<file path="src/rtl/pattern_det_fsm.sv">
// Serial bit-pattern detector with a Moore match flag and a saturating
// match counter. The next-state table is elaborated from PATTERN and
// OVERLAP, so any legal pattern gets correct KMP-style fallback without
// hand-written transitions.
//
// state      | meaning
// -----------+-----------------------------------------------------------
// S0         | no useful prefix of PATTERN seen
// S1..S(W-1) | last k consumed bits equal the first k bits of PATTERN
// MATCH      | last W consumed bits equal PATTERN (index W), z=1
module pattern_det_fsm #(
    parameter int             W       = 4,
    parameter logic [W-1:0]   PATTERN = 4'b1011,
    parameter int             OVERLAP = 1,
    parameter int             CNT_W   = 8,
    localparam int            PW      = $clog2(W + 1)
) (
    input  logic             clk,
    input  logic             reset,
    input  logic             en,
    input  logic             x,
    input  logic             clr_cnt,
    output logic             z,
    output logic [PW-1:0]    progress,
    output logic [CNT_W-1:0] match_cnt,
    output logic             cnt_sat
);

    if (W < 2 || W > 16) begin : g_bad_w
        $error("pattern_det_fsm: W must be in 2..16");
    end
    if (CNT_W < 1 || CNT_W > 32) begin : g_bad_cnt_w
        $error("pattern_det_fsm: CNT_W must be in 1..32");
    end
    if (OVERLAP != 0 && OVERLAP != 1) begin : g_bad_overlap
        $error("pattern_det_fsm: OVERLAP must be 0 or 1");
    end

    localparam int               NS      = 2 ** PW;
    localparam logic [CNT_W-1:0] CNT_MAX = '1;

    typedef enum logic [PW-1:0] {
        S0    = '0,
        MATCH = PW'(W)
    } state_t;

    // Longest prefix of PATTERN that is a suffix of (first k pattern bits, b).
    // Leaving MATCH without overlap starts from an empty history instead.
    function automatic logic [PW-1:0] calc_next(input int k, input int b);
        logic [W:0] h;
        int         kk;
        int         len;
        int         best;
        logic       ok;
        h    = '0;
        best = 0;
        kk   = (k == W && OVERLAP == 0) ? 0 : k;
        if (k <= W) begin
            for (int i = 0; i < W; i++) begin
                if (i < kk) h[i] = PATTERN[W-1-i];
            end
            h[kk] = (b != 0);
            len   = kk + 1;
            for (int j = 1; j <= W; j++) begin
                if (j <= len) begin
                    ok = 1'b1;
                    for (int i = 0; i < W; i++) begin
                        if (i < j) begin
                            if (h[len-j+i] != PATTERN[W-1-i]) ok = 1'b0;
                        end
                    end
                    if (ok) best = j;
                end
            end
        end
        return PW'(best);
    endfunction

    // Unreachable encodings above MATCH map to S0 so the table is fully populated.
    logic [PW-1:0] nxt_tbl [2*NS];

    for (genvar k = 0; k < NS; k++) begin : g_state
        for (genvar b = 0; b < 2; b++) begin : g_bit
            localparam logic [PW-1:0] NXT = calc_next(k, b);
            assign nxt_tbl[2*k+b] = NXT;
        end
    end

    state_t           state;
    state_t           state_nxt;
    logic             enter_match;
    logic [CNT_W-1:0] cnt_inc;

    // State register; reset discards all partial progress.
    always_ff @(posedge clk) begin
        if (reset) begin
            state <= S0;
        end else begin
            state <= state_nxt;
        end
    end

    // Next-state lookup on enabled samples; flags every edge that lands in MATCH.
    always_comb begin
        state_nxt   = state;
        enter_match = 1'b0;
        if (en) begin
            state_nxt   = state_t'(nxt_tbl[{state, x}]);
            enter_match = (state_nxt == MATCH);
        end
    end

    assign cnt_inc = match_cnt + CNT_W'(1);

    // Saturating match counter; clear wins over a simultaneous match.
    always_ff @(posedge clk) begin
        if (reset || clr_cnt) begin
            match_cnt <= '0;
            cnt_sat   <= 1'b0;
        end else if (enter_match && (match_cnt != CNT_MAX)) begin
            match_cnt <= cnt_inc;
            cnt_sat   <= (cnt_inc == CNT_MAX);
        end
    end

    assign z        = (state == MATCH);
    assign progress = state;

endmodule
</file>
<file path="config.mk">
export PLATFORM = sky130hd
export DESIGN_NAME = pattern_det_fsm
export DESIGN_NICKNAME = d
export VERILOG_FILES = /design/src/rtl/pattern_det_fsm.sv
export SDC_FILE = /design/constraint.sdc
export NUM_CORES = 1
export LEC_CHECK = 0
export BUFFER_PORTS_ARGS = -buffer_cell sky130_fd_sc_hd__buf_4
export CAP_MARGIN = 0
export CELL_PAD_IN_SITES_DETAIL_PLACEMENT = 1
export CELL_PAD_IN_SITES_GLOBAL_PLACEMENT = 1
export CORE_MARGIN = 8
export CORE_UTILIZATION = 34
export DETAILED_ROUTE_END_ITERATION = 12
export PLACE_DENSITY_LB_ADDON = 0.1
export SYNTH_ARGS = -nofsm -noshare
export SYNTH_HDL_FRONTEND = slang
export SYNTH_SLANG_ARGS = --single-unit
</file>
<file path="constraint.sdc">
create_clock -name clk -period 1.81 [get_ports clk]
set_clock_uncertainty 0.15 [all_clocks]
set_input_delay 0.362 -clock clk [delete_from_list [all_inputs] [get_ports clk]]
set_output_delay 0.362 -clock clk [all_outputs]
set_load 0.01 [all_outputs]
</file>
# Word-level counts from Yosys, hierarchy flattened
# Memories as Yosys holds them, arrays and structs flattened.
# Cells that the tools add are included.
# word_totals
regBits	12
mem_bits_ro	48
output_inout_bits	13
wordCells	16
memories	1
# memory_table
name	words	word_bits	rd	rd_ports_with_merged_regs	wr	line_no	rtl
(name not given)	16	3	1	0	0	108	state_nxt = state_t'(nxt_tbl[{state, x}]);
# classes
add_sub_neg	1
order_cmp	1
n_eq_ne	4
muxes	3
n_bitwise	1
reduce_logical	2
# ops
operator	n
$add 8x1->8 const B	1
$eq 8x8->1 const B	1
$ne 8x8->1 const B	1
$eq 3x3->1 const B	2
$mux 3	2
$ge 5x5->1 const B	1
$not 4->5	1
$logic_and 1x1->1	1
$logic_or 1x1->1	1
$mux 1	1

# Logic depth before layout (Yosys ltp)
# logic_depth
ltp_word	7
mapped_depth	8
depth_no_buf	7

# Worst setup path after synthesis
# No wires, ideal clock.
# synth_timing
path_type	flip-flop to flip-flop
from	register state[0], in the netlist progress[0]
to	register match_cnt[3]
arrival_ns	1.552
required_ns	1.536
slack_ns	-0.017
path_stages_with_launch	9
n_path_buf	1
period_less_slack_ns	1.827
cell_sequence	dfxtp_1 inv_1 ha_1 nor3_1 o211a_1 buf_4 nand4_1 xor2_1 nor2_1
# synth_via
elab_chain_len	7
# synth_rtl
item	line_no	rtl
start, declared	89	state_t state;
start signal, assigned	99	state <= state_nxt;
$not 4->5 (not written as such)	108	
$mem_v2 16x3	-	
$mux 3 (not written as such) (2 in series)	108	
$eq 3x3->1	109	enter_match = (state_nxt == MATCH);
$mux 1	107	if (en) begin
$logic_and 1x1->1	120	end else if (enter_match && (match_cnt != CNT_MAX)) begin
end signal, assigned	121	match_cnt <= cnt_inc;
end, declared	25	output logic [CNT_W-1:0] match_cnt,
# No other way between the ends. The select of a mux whose other input is x is not followed.
# A chain may end at the register's enable or synchronous reset.

# Worst setup path after layout
# layout_timing
from	register state[1], in the netlist progress[1]
to	output z
# layout_via
elab_chain_len	1
# layout_rtl
item	line_no	rtl
$eq 3x3->1	126	assign z = (state == MATCH);
end, declared	23	output logic z,
# No other way between the ends.

==> run summary <==
• **outcome** complete, no violations
• **number of DRC markers after the initial detailed-route iteration** 10
• **average cell area after synthesis** 8.07 um^2
• **complex-gate fraction of the synthesized area** 9.85%
• **number of levels in the clock H-tree** 1
• **FF+latch count, synth** 12
• **number of filler instances in the final layout** 287
• **Total GRT Usage** 11.3%
• **Sequential Power Share** 48.8%
• **remaining global-route overflow** 0
• **vias after detailed routing** 760
• **RSZ-0062 raised after global routing** yes
• **count of nets left with antenna violations after detail routing** 0
• **total clock buffers created by CTS** 3
• **setup violators final** 0
• **Worst Max-Slew Pin Slew** 282 ps
• **Worst setup startpoint** progress[1]
• **timing-limited maximum frequency** 577 MHz
• **starting density of the core** 35.4%
• **worst-case vdd ir drop** 0.447 mV
• **CTS tree** done
• **diodes inserted** 0
• **placed wire-length estimate after detailed placement** 1690 um
• **Total Wirelength** 2140 um
• **number of cells produced by synthesis** 96
• **Clk pwr share** 41.2%
• **switching part of the total** 24.4%
• **Post-Route Setup TNS** 0 ps
• **critical-path maximum fanout** 6
• **initial antenna violation count** 0
• **number of clock sinks seen by CTS** 12
• **total power** 0.000550 W
• **xor and xnor fraction of the mapped netlist area** 11.3%
• **total power per unit cell area** 520 mW/mm^2
• **area fraction of the dominant cell type after synthesis** 31.0%
• **max_slew headroom** 81.1%
• **Final Hold Violating Endpoints** 0
• **full die area** 0.00406 mm^2
• **row cnt** 17
• **part of the Yosys area used for sequential elements** 31.0%
• **area growth from synthesis to layout** 36.5%
• **CTS Hold Buffers Added** 0
• **YS warnings** 0
• **adder-cell share of the synthesized area** 9.69%
• **remaining routing DRC violations** 0
• **r2r worst-path depth** 7
• **combinational family with the most area after synthesis** simple AND/OR/NAND/NOR gates
• **final critical path time including I/O delays and setup** 1730 ps
• **synthesized net count** 107
• **leakage power** 0.468 nW
• **Post-Synth Simple-Gate Area** 28.9%
• **number of global-route vias before repair** 778
• **reg2reg end** match_cnt[6]
• **top post-synthesis cells by area** sky130_fd_sc_hd__dfxtp_1 31%, sky130_fd_sc_hd__ha_1 9.7%, sky130_fd_sc_hd__xor2_1 7.9%
• **Reg-to-Reg Start** progress[0]
• **CP arrival** 1220 ps
• **Combinational Power Share** 10.0%
• **portion of netlist area occupied by mux cells** 2.58%
• **clock transition at the register clock pins on the worst setup and hold paths after CTS** 80 ps
• **crit path capture** z
• **number of I/O port buffers** 17
• **largest net degree at the start of global routing** 9
• **wire length of the first global-routing pass** 3680 um
• **router iterations before antenna repair** 3
• **Max Buffers Root-to-Sink** 2
• **Internal Power** 0.000416 W
• **number of nets in the layout** 136
• **crit path kind** reg -> out
• **Avg WL per Cell** 14.1 um
• **worst-skew pair later-pin latency** 280 ps
• **Netlist cell types** 30
• **placer congestion estimate** 0.816
• **Placed Instances** 148
• **root buffer cell** sky130_fd_sc_hd__clkbuf_4
• **die width** 63.7 um
• **portion of the clock cycle consumed by the worst path in the final layout** 95.7%
• **I/O pin count** 18
• **startpoint types** flip-flop
• **required time of the critical path** 1300 ps
• **final-report max-slew violation count** 0
• **Max-cap violations** 0
• **slack of the worst reg-to-reg path** 110 ps
• **placeable core area** 0.00219 mm^2
• **fraction of final layout cells sized beyond drive strength 1** 35.5%
• **Die Y-Extent** 63.7 um
• **Sw Pwr** 0.000134 W
• **kind of end point of the critical path** primary output
• **library cell with the largest summed area after synthesis** sky130_fd_sc_hd__dfxtp_1
• **Post-Synthesis Cell Area** 774 um^2
• **final cell count without fillers** 152
• **Min-Delay Path Class** in -> reg
• **average via count per standard cell** 5.00
-- worst min-delay path by stage --
stage	from	endpoint	slack, ps	depth (start not counted)
2_1_floorplan	reset	progress[0]	280	1
4_1_cts	reset	progress[2]	110	2
5_1_grt	reset	progress[2]	110	2
3_3_place_gp	cnt_sat	cnt_sat	300	2
6_report	reset	progress[2]	110	2
3_5_place_dp	cnt_sat	cnt_sat	310	2
-- routing by layer --
layer | vias to the layer above | GRT usage (%) | wire length, um
met5 | - | 0 | 0
met4 | 0 | 6.69 | 46
met3 | 5 | 3.00 | 60
met2 | 11 | 17.0 | 979
met1 | 360 | 14.0 | 1050
li1 | 384 | - | -
-- Yosys cell counts (all sizes together) --
cell and count:
nor2 14, dfxtp 12, nand2 7, xor2 7
buf 6, ha 6, nand4 6, a21oi 4
and3 4, inv 4, nand3 4, a211oi 3
nor3 3, xnor2 3, mux2i 2, o21ai 2
and2 1, nand2b 1, nand3b 1, nor2b 1
o211a 1, o211ai 1, o22ai 1, or2 1
or4 1
-- state kept, by name, indices dropped and copies added (netlist names) --
name	count
cnt_sat	1
progress	3
match_cnt	8
-- power by group through the flow --
stage                     Sequential [W]  Clock [W]  Combinational, W
after floorplan                 0.000278          0         0.0000206
after global placement          0.000274          0         0.0000518
after detailed placement        0.000274          0         0.0000536
after CTS                       0.000268   0.000233         0.0000557
after global routing            0.000269   0.000240         0.0000614
final                           0.000268   0.000226         0.0000553
-- critical path, stage by stage, from the launching register on --
cell	delay (ps)
sky130_fd_sc_hd__dfxtp_1	330
sky130_fd_sc_hd__buf_4	150
sky130_fd_sc_hd__nor2b_1	190
sky130_fd_sc_hd__and2_1	150
sky130_fd_sc_hd__buf_4	110
-- cell usage in the layout, fill, tap and decap left out --
cell,count
sky130_fd_sc_hd__o21ai_1,1
sky130_fd_sc_hd__nor2b_1,1
sky130_fd_sc_hd__buf_4,30
sky130_fd_sc_hd__nor2_1,14
sky130_fd_sc_hd__o211a_4,1
sky130_fd_sc_hd__o22ai_1,1
sky130_fd_sc_hd__and3_1,3
sky130_fd_sc_hd__nand3_1,4
sky130_fd_sc_hd__nand4_2,1
sky130_fd_sc_hd__nand4_1,5
sky130_fd_sc_hd__or2_2,1
sky130_fd_sc_hd__clkbuf_4,3
sky130_fd_sc_hd__inv_1,4
sky130_fd_sc_hd__a211oi_1,3
sky130_fd_sc_hd__ha_1,6
sky130_fd_sc_hd__mux2i_1,2
sky130_fd_sc_hd__a21oi_1,4
sky130_fd_sc_hd__dfxtp_1,8
sky130_fd_sc_hd__nand2_1,7
sky130_fd_sc_hd__clkbuf_8,1
sky130_fd_sc_hd__xor2_1,7
sky130_fd_sc_hd__nor3_1,1
sky130_fd_sc_hd__xnor2_1,3
sky130_fd_sc_hd__o211ai_1,1
sky130_fd_sc_hd__and2_1,1
sky130_fd_sc_hd__dfxtp_2,4
sky130_fd_sc_hd__or4_1,1
sky130_fd_sc_hd__o21ai_0,1
sky130_fd_sc_hd__and3_2,1
sky130_fd_sc_hd__nand2b_1,1
sky130_fd_sc_hd__nand3b_1,1
sky130_fd_sc_hd__nor3_2,2
-- metrics by stage --
step | util [%] | hold WS [ps] | setup WS [ps] | instance area [um^2]
final | 48.3 | 113 | 78.0 | 1060
after global routing | 48.3 | 111 | -12.2 | 1060
after CTS | 47.7 | 109 | 12.0 | 1040
after detailed placement | 45.7 | 312 | -188 | 1000
after global placement | 45.7 | 302 | -147 | 1000
after floorplan | - | 277 | 62.6 | 778
-- final cells by class --
type / count / area (um^2) / area share (%)
Tap cell: 28 / 35.0 / 3.31
Sequential cell: 12 / 245 / 23.2
Timing Repair Buffer: 30 / 225 / 21.3
Multi-Input combinational cell: 74 / 500 / 47.3
Inverter: 4 / 15.0 / 1.42
Clock buffer: 4 / 36.3 / 3.43
-- cells by family after synthesis --
family          Yosys count
simple gates             44
compound gates           12
flops                    12
xor+xnor                 10
buf+inv                  10
fa+ha+maj                 6
mux                       2
-- timing repair --
action | in CTS | in global routing
setup buffers | 0 | 0
endpoints found under the setup margin | 5 | 7
pin swaps | 1 | 0
cloned | 0 | 0
gates resized for setup | 2 | 3
Power figures use the tool's default switching activity.
